--- src/rtl/regfile_dump_ctrl_pkg.sv ---
// Shared definitions for the register-file dump sequencer: FSM state
// encoding and default geometry, also used by the test harness and debug UART.
package regfile_dump_ctrl_pkg;

    localparam int DEF_NUM_REGS = 32;
    localparam int DEF_ADDR_W   = 5;
    localparam int DEF_DATA_W   = 32;

    typedef enum logic [2:0] {
        ST_IDLE   = 3'd0,
        ST_FREEZE = 3'd1,
        ST_READ   = 3'd2,
        ST_OUT    = 3'd3,
        ST_DONE   = 3'd4
    } dump_state_e;

endpackage

--- src/rtl/regfile_dump_ctrl.sv ---
// Register-file dump sequencer. Borrows regfile read port A from the CPU,
// stalls the CPU, and streams r0..r(NUM_REGS-1) out over a valid/ready
// channel one word per READ/OUT pair, then hands the port back.
module regfile_dump_ctrl
    import regfile_dump_ctrl_pkg::*;
#(
    parameter int NUM_REGS = DEF_NUM_REGS,
    parameter int ADDR_W   = DEF_ADDR_W,
    parameter int DATA_W   = DEF_DATA_W
) (
    input  logic              clock,
    input  logic              reset,
    input  logic              start,
    input  logic [ADDR_W-1:0] cpu_rs1,
    output logic [ADDR_W-1:0] rf_rs1,
    input  logic [DATA_W-1:0] rf_dataA,
    output logic              cpu_stall,
    output logic              busy,
    output logic              dump_valid,
    input  logic              dump_ready,
    output logic [ADDR_W-1:0] dump_idx,
    output logic [DATA_W-1:0] dump_data,
    output logic              done
);

    localparam logic [ADDR_W-1:0] LAST_IDX = ADDR_W'(NUM_REGS - 1);

    dump_state_e       state_q, state_d;
    logic [ADDR_W-1:0] idx_q, idx_d;
    logic              dump_valid_q, dump_valid_d;
    logic [ADDR_W-1:0] dump_idx_q, dump_idx_d;
    logic [DATA_W-1:0] dump_data_q, dump_data_d;

    logic accept;
    assign accept = dump_valid_q && dump_ready;

    // State and datapath registers; reset abandons any dump in progress.
    always_ff @(posedge clock or posedge reset) begin
        if (reset) begin
            state_q      <= ST_IDLE;
            idx_q        <= '0;
            dump_valid_q <= 1'b0;
            dump_idx_q   <= '0;
            dump_data_q  <= '0;
        end else begin
            state_q      <= state_d;
            idx_q        <= idx_d;
            dump_valid_q <= dump_valid_d;
            dump_idx_q   <= dump_idx_d;
            dump_data_q  <= dump_data_d;
        end
    end

    // Next-state: one settle cycle, then alternate READ/OUT until the last word is taken.
    always_comb begin
        state_d = state_q;
        case (state_q)
            ST_IDLE:   if (start) state_d = ST_FREEZE;
            ST_FREEZE: state_d = ST_READ;
            ST_READ:   state_d = ST_OUT;
            ST_OUT:    if (accept) state_d = (idx_q == LAST_IDX) ? ST_DONE : ST_READ;
            ST_DONE:   state_d = ST_IDLE;
            default:   state_d = ST_IDLE;
        endcase
    end

    // Index counter and capture register; the word is latched once and held until accepted.
    always_comb begin
        idx_d        = idx_q;
        dump_valid_d = dump_valid_q;
        dump_idx_d   = dump_idx_q;
        dump_data_d  = dump_data_q;
        case (state_q)
            ST_IDLE: begin
                if (start) idx_d = '0;
            end
            ST_READ: begin
                dump_data_d  = rf_dataA;
                dump_idx_d   = idx_q;
                dump_valid_d = 1'b1;
            end
            ST_OUT: begin
                if (accept) begin
                    dump_valid_d = 1'b0;
                    // Saturate on the last register so the index never wraps mid-dump.
                    if (idx_q != LAST_IDX) idx_d = idx_q + ADDR_W'(1);
                end
            end
            default: ;
        endcase
    end

    // Outputs: port ownership mux and stall/busy/done decoded from state.
    always_comb begin
        rf_rs1    = cpu_rs1;
        cpu_stall = 1'b0;
        done      = 1'b0;
        case (state_q)
            ST_FREEZE: cpu_stall = 1'b1;
            ST_READ: begin
                cpu_stall = 1'b1;
                rf_rs1    = idx_q;
            end
            ST_OUT: begin
                cpu_stall = 1'b1;
                rf_rs1    = idx_q;
            end
            ST_DONE: begin
                cpu_stall = 1'b1;
                done      = 1'b1;
            end
            default: ;
        endcase
    end

    assign busy       = cpu_stall;
    assign dump_valid = dump_valid_q;
    assign dump_idx   = dump_idx_q;
    assign dump_data  = dump_data_q;

endmodule

--- config.mk ---
export PLATFORM = sky130hd
export DESIGN_NAME = regfile_dump_ctrl
export DESIGN_NICKNAME = d
export VERILOG_FILES = /design/src/rtl/regfile_dump_ctrl_pkg.sv /design/src/rtl/regfile_dump_ctrl.sv
export SDC_FILE = /design/constraint.sdc
export NUM_CORES = 1
export LEC_CHECK = 0
export CAP_MARGIN = 30
export CORE_MARGIN = 1.5
export CORE_UTILIZATION = 40
export CTS_CLUSTER_DIAMETER = 40
export DETAILED_ROUTE_END_ITERATION = 8
export HOLD_SLACK_MARGIN = 0.05
export PLACE_DENSITY = 0.76
export SKIP_LAST_GASP = 1
export SLEW_MARGIN = 20
export SYNTH_ARGS = -nofsm -noshare
export SYNTH_HDL_FRONTEND = slang
export SYNTH_SLANG_ARGS = --single-unit
--- constraint.sdc ---
create_clock -name clock -period 2.1 [get_ports clock]
set_input_delay 0.21 -clock clock [delete_from_list [all_inputs] [get_ports clock]]
set_output_delay 0.21 -clock clock [all_outputs]
set_load 0.01 [all_outputs]
==> results of run 1 <==
[sequential cells by signal (all words and copies together), names as in the netlist]
name and flops:
dump_data 32, dump_idx 5, dump_valid 1, idx_q 5, state_q 3
[cell usage after synthesis, drive strengths merged]
library cell,number,share of area [%]
and3b,2,0.84
mux2i,2,0.96
a2bb2oi,1,0.42
nor2,5,1.7
nor3,2,0.48
buf,7,4.4
xnor2,1,0.42
a32o,1,0.54
and3,3,0.96
mux2,40,27
ha,2,1.2
nand3,2,0.48
nand2b,3,0.90
inv,6,1.1
dfrtp,46,55
a31oi,4,1.2
o22ai,1,0.30
o21ai,3,0.72
nand2,6,1.1
nor2b,1,0.30
[cell usage in the layout (no fill, tap or decap)]
master	synthesis	routed
a2bb2oi_1	1	1
a31oi_1	4	4
a32o_2	1	1
and3_1	2	2
and3_2	1	1
and3b_1	2	2
buf_12	3	3
buf_4	2	1
bufinv_16	0	1
clkbuf_1	0	2
clkbuf_8	0	5
clkdlybuf4s50_1	0	86
dfrtp_1	46	46
ha_1	2	2
inv_1	6	5
inv_2	0	1
mux2_2	10	10
mux2_4	30	30
mux2i_1	2	2
nand2_1	6	6
nand2b_1	3	2
nand2b_4	0	1
nand3_1	2	2
nor2_1	4	4
nor2_8	1	1
nor2b_1	1	1
nor3_1	2	2
o21ai_0	3	3
o22ai_1	1	1
xnor2_1	1	1
[per-layer routing]
metal  track usage, %  part of all wire [%]  up-vias
li1                 -                     -      659
met1             19.7                    46      670
met2             23.3                    44       64
met3             6.02                   9.7        2
met4             2.98                  0.21        0
met5                0                     0        -
[worst max path at each step]
stage	endpoint	slack (ns)
5_1_grt	rf_rs1[3]	0.002
3_5_place_dp	rf_rs1[1]	0.18
3_3_place_gp	rf_rs1[3]	0.21
2_1_floorplan	idx_q[1]	0.46
6_report	rf_rs1[2]	0.09
4_1_cts	rf_rs1[1]	0.01
[where the power goes]
group | switching (mW) | internal [mW] | total (mW) | leakage, nW
sequential | 0.271 | 1.31 | 1.58 | 0.541
combinational | 0.751 | 1.51 | 2.26 | 0.749
clock | 0.264 | 0.356 | 0.620 | 0.0524
total | 1.29 | 3.18 | 4.46 | 1.34
[logic make-up (layout without fill, tap and decap cells)]
group | Yosys count | in the layout | share of synthesized area, %
fa+ha+maj | 2 | 2 | 1.20
compound gates | 10 | 10 | 3.18
flops | 46 | 46 | 55.1
xor+xnor | 1 | 1 | 0.419
simple gates | 24 | 24 | 6.71
buf+inv | 13 | 104 | 5.45
mux | 42 | 42 | 27.9
[stage by stage]
step,hold WS (ns),utilization [%],instance area [um^2]
2_1_floorplan,0.358,-,2090
3_3_place_gp,0.490,59.4,3010
3_5_place_dp,0.492,59.4,3010
4_1_cts,0.426,61.5,3120
5_1_grt,0.472,61.6,3130
6_report,0.401,61.6,3130
[worst reg2reg max path, delay by kind of cell, from the launching register on]
kind	cells	cell delay (ns)
AO/OA/AOI/OAI	1	0.24
AND/OR/NAND/NOR	2	0.48
multiplexers	1	0.20
adder cells (fa/ha/maj)	2	0.41
flip-flops	1	0.43
[area by class of cell]
type	count	area, um^2	share of cell area, %
clock buffers	7	76.3	2.44
clock inverters	1	30.0	0.960
inverters	6	22.5	0.720
multi-input cells	79	831	26.6
flip-flops and latches	46	1150	36.8
well taps	70	87.6	2.80
repair buffers	90	928	29.7
[what timing repair did]
item / 4_1_cts / 5_1_grt
resized for setup: 1 / 1
setup buffers: 0 / 0
setup endpoints to repair: 5 / 5
hold buffers: 0 / 0
==> metrics.md, run 1 <==
| Metric | Value |
|---|---|
| Status | finished, final reports clean |
| Maximum vdd drop | 0.669 mV |
| Leak | approximately 1.3 nW |
| Vias in the first global route | between 1k and 1.5k |
| CP Class | flip-flop to output pin |
| Total gr overflow | 0 |
| Placement Setup Slack | 0.176 ns |
| Drt wl/cell | 14.3 um |
| Endpoints failing hold | 0 |
| Layout Cells excl Fill | 299 |
| #FFs+latches synth | 46 |
| Vias | 1395 |
| Worst EP arrival | 1.80 ns |
| Placed cells | a little under 300 |
| # rows | 26 |
| CTS H-Tree Depth | 2 |
| Synthesis-to-layout area growth | 49.7% |
| Mapped Nets | 181 |
| Clk_skew | 0.00348 ns |
| Clock slew at reported path FFs | roughly 0.08 ns |
| Max-cap violations | 0 |
| Clock Path Buffers | 2 |
| Tcrit/Tclk final | 95.9% |
| CTS buffer count | 5 |
| Crit-path max cell delay | approximately 0.48 ns |
| Slew @ Worst Pin | 0.565 ns |
| Startpoint types | flip-flop |
| Endpoints failing setup | 0 |
| Setup_tns | 0 ns |
| Clk_lat worst skew | 0.28 ns |
| Final period demand of the worst path | ~2.0 ns |
| Power Density | 1430 nW/um^2 |
| Required @ worst endpoint | between 1.5 and 2 ns |
| Worst slew margin | 62.4% |
| Starting density of the core | 41.1% |
| Die Ht | 75.3 um |
| Drc violations | 0 |
| HP Class | primary input to asynchronous set/reset pin |
| Ys Warns | 0 |
| Die area | 5660 um^2 |
| Max frequency | 497 MHz |
| Largest net degree at the start of global routing | between 40 and 50 |
| Total GRT Usage | approximately 15% |
| Mapped Avg Cell Area | 15.1 um^2 |
| Synth unique cells | 26 |
| CP Depth | 3 |
| RR Startpoint | idx_q[1] |
| Post-route ant nets | 0 |
| Initial antenna violation count | 0 |
| Worst Setup SP | state_q[2] |
| Nets | about 270 |
| First-pass GRT wire length | roughly 6.3 mm |
| TritonRoute pass-1 iters | 4 |
| Crit path capture type | output pin |
| Critical Path, Cell by Cell | nand2b_4, mux2_2, clkdlybuf4s50_1 |
| Sinks on Clock Net | 46 |
| R2r endpoint | idx_q[4] |
| R2R setup slack | roughly 0.27 ns |
| Pwr Total | 4.46 mW |
| Root buffer cell | clkbuf_8 |
| RSZ-0062 raised after global routing | false |
| Worst Path Buf+Inv | 1 |
| Sequential area share after synthesis | 55.1% |
| R2R depth | 6 |
| I/O pin total | 87 |
| Crit path max-delay family | buffers and inverters |
| Ant. Diodes | 0 |
| Maximum fanout along the worst path | 9 |
| CP max-delay cell | clkdlybuf4s50_1 |
| Core area | 5070 um^2 |
| Final HPWL DP | 3.12 mm |
| Final Max Slew Viols | 0 |
| Iteration-0 DRC count of the detailed router | 60 |
| CTS tree | yes |
| Fill cells | 410 |
| Final Wtd Congestion | 0.828 |
| Via density | roughly 4.7 |
| Setup WS post-layout | 0.0867 ns |
| Port bufs | 86 |
| Share of cells above drive strength 1 | 24.0% |
| Cell Area, Synth | 2090 um^2 |
| Post-synthesis cell count | 138 |
| Overall routed net length | 4.26 mm |
| Die X | 75.3 um |
Power figures use the tool's default switching activity.
==> run 2, diff against run 1 <==
--- a/config.mk
+++ b/config.mk
@@ -10,10 +10,10 @@
 export CORE_UTILIZATION = 40
 export CTS_CLUSTER_DIAMETER = 40
 export DETAILED_ROUTE_END_ITERATION = 8
+export GPL_TIMING_DRIVEN = 1
 export HOLD_SLACK_MARGIN = 0.05
 export PLACE_DENSITY = 0.76
 export SKIP_LAST_GASP = 1
-export SLEW_MARGIN = 20
 export SYNTH_ARGS = -nofsm -noshare
 export SYNTH_HDL_FRONTEND = slang
 export SYNTH_SLANG_ARGS = --single-unit
==> results of run 2 <==
The final DEF is identical to that of run 1; final timing and power are the same.
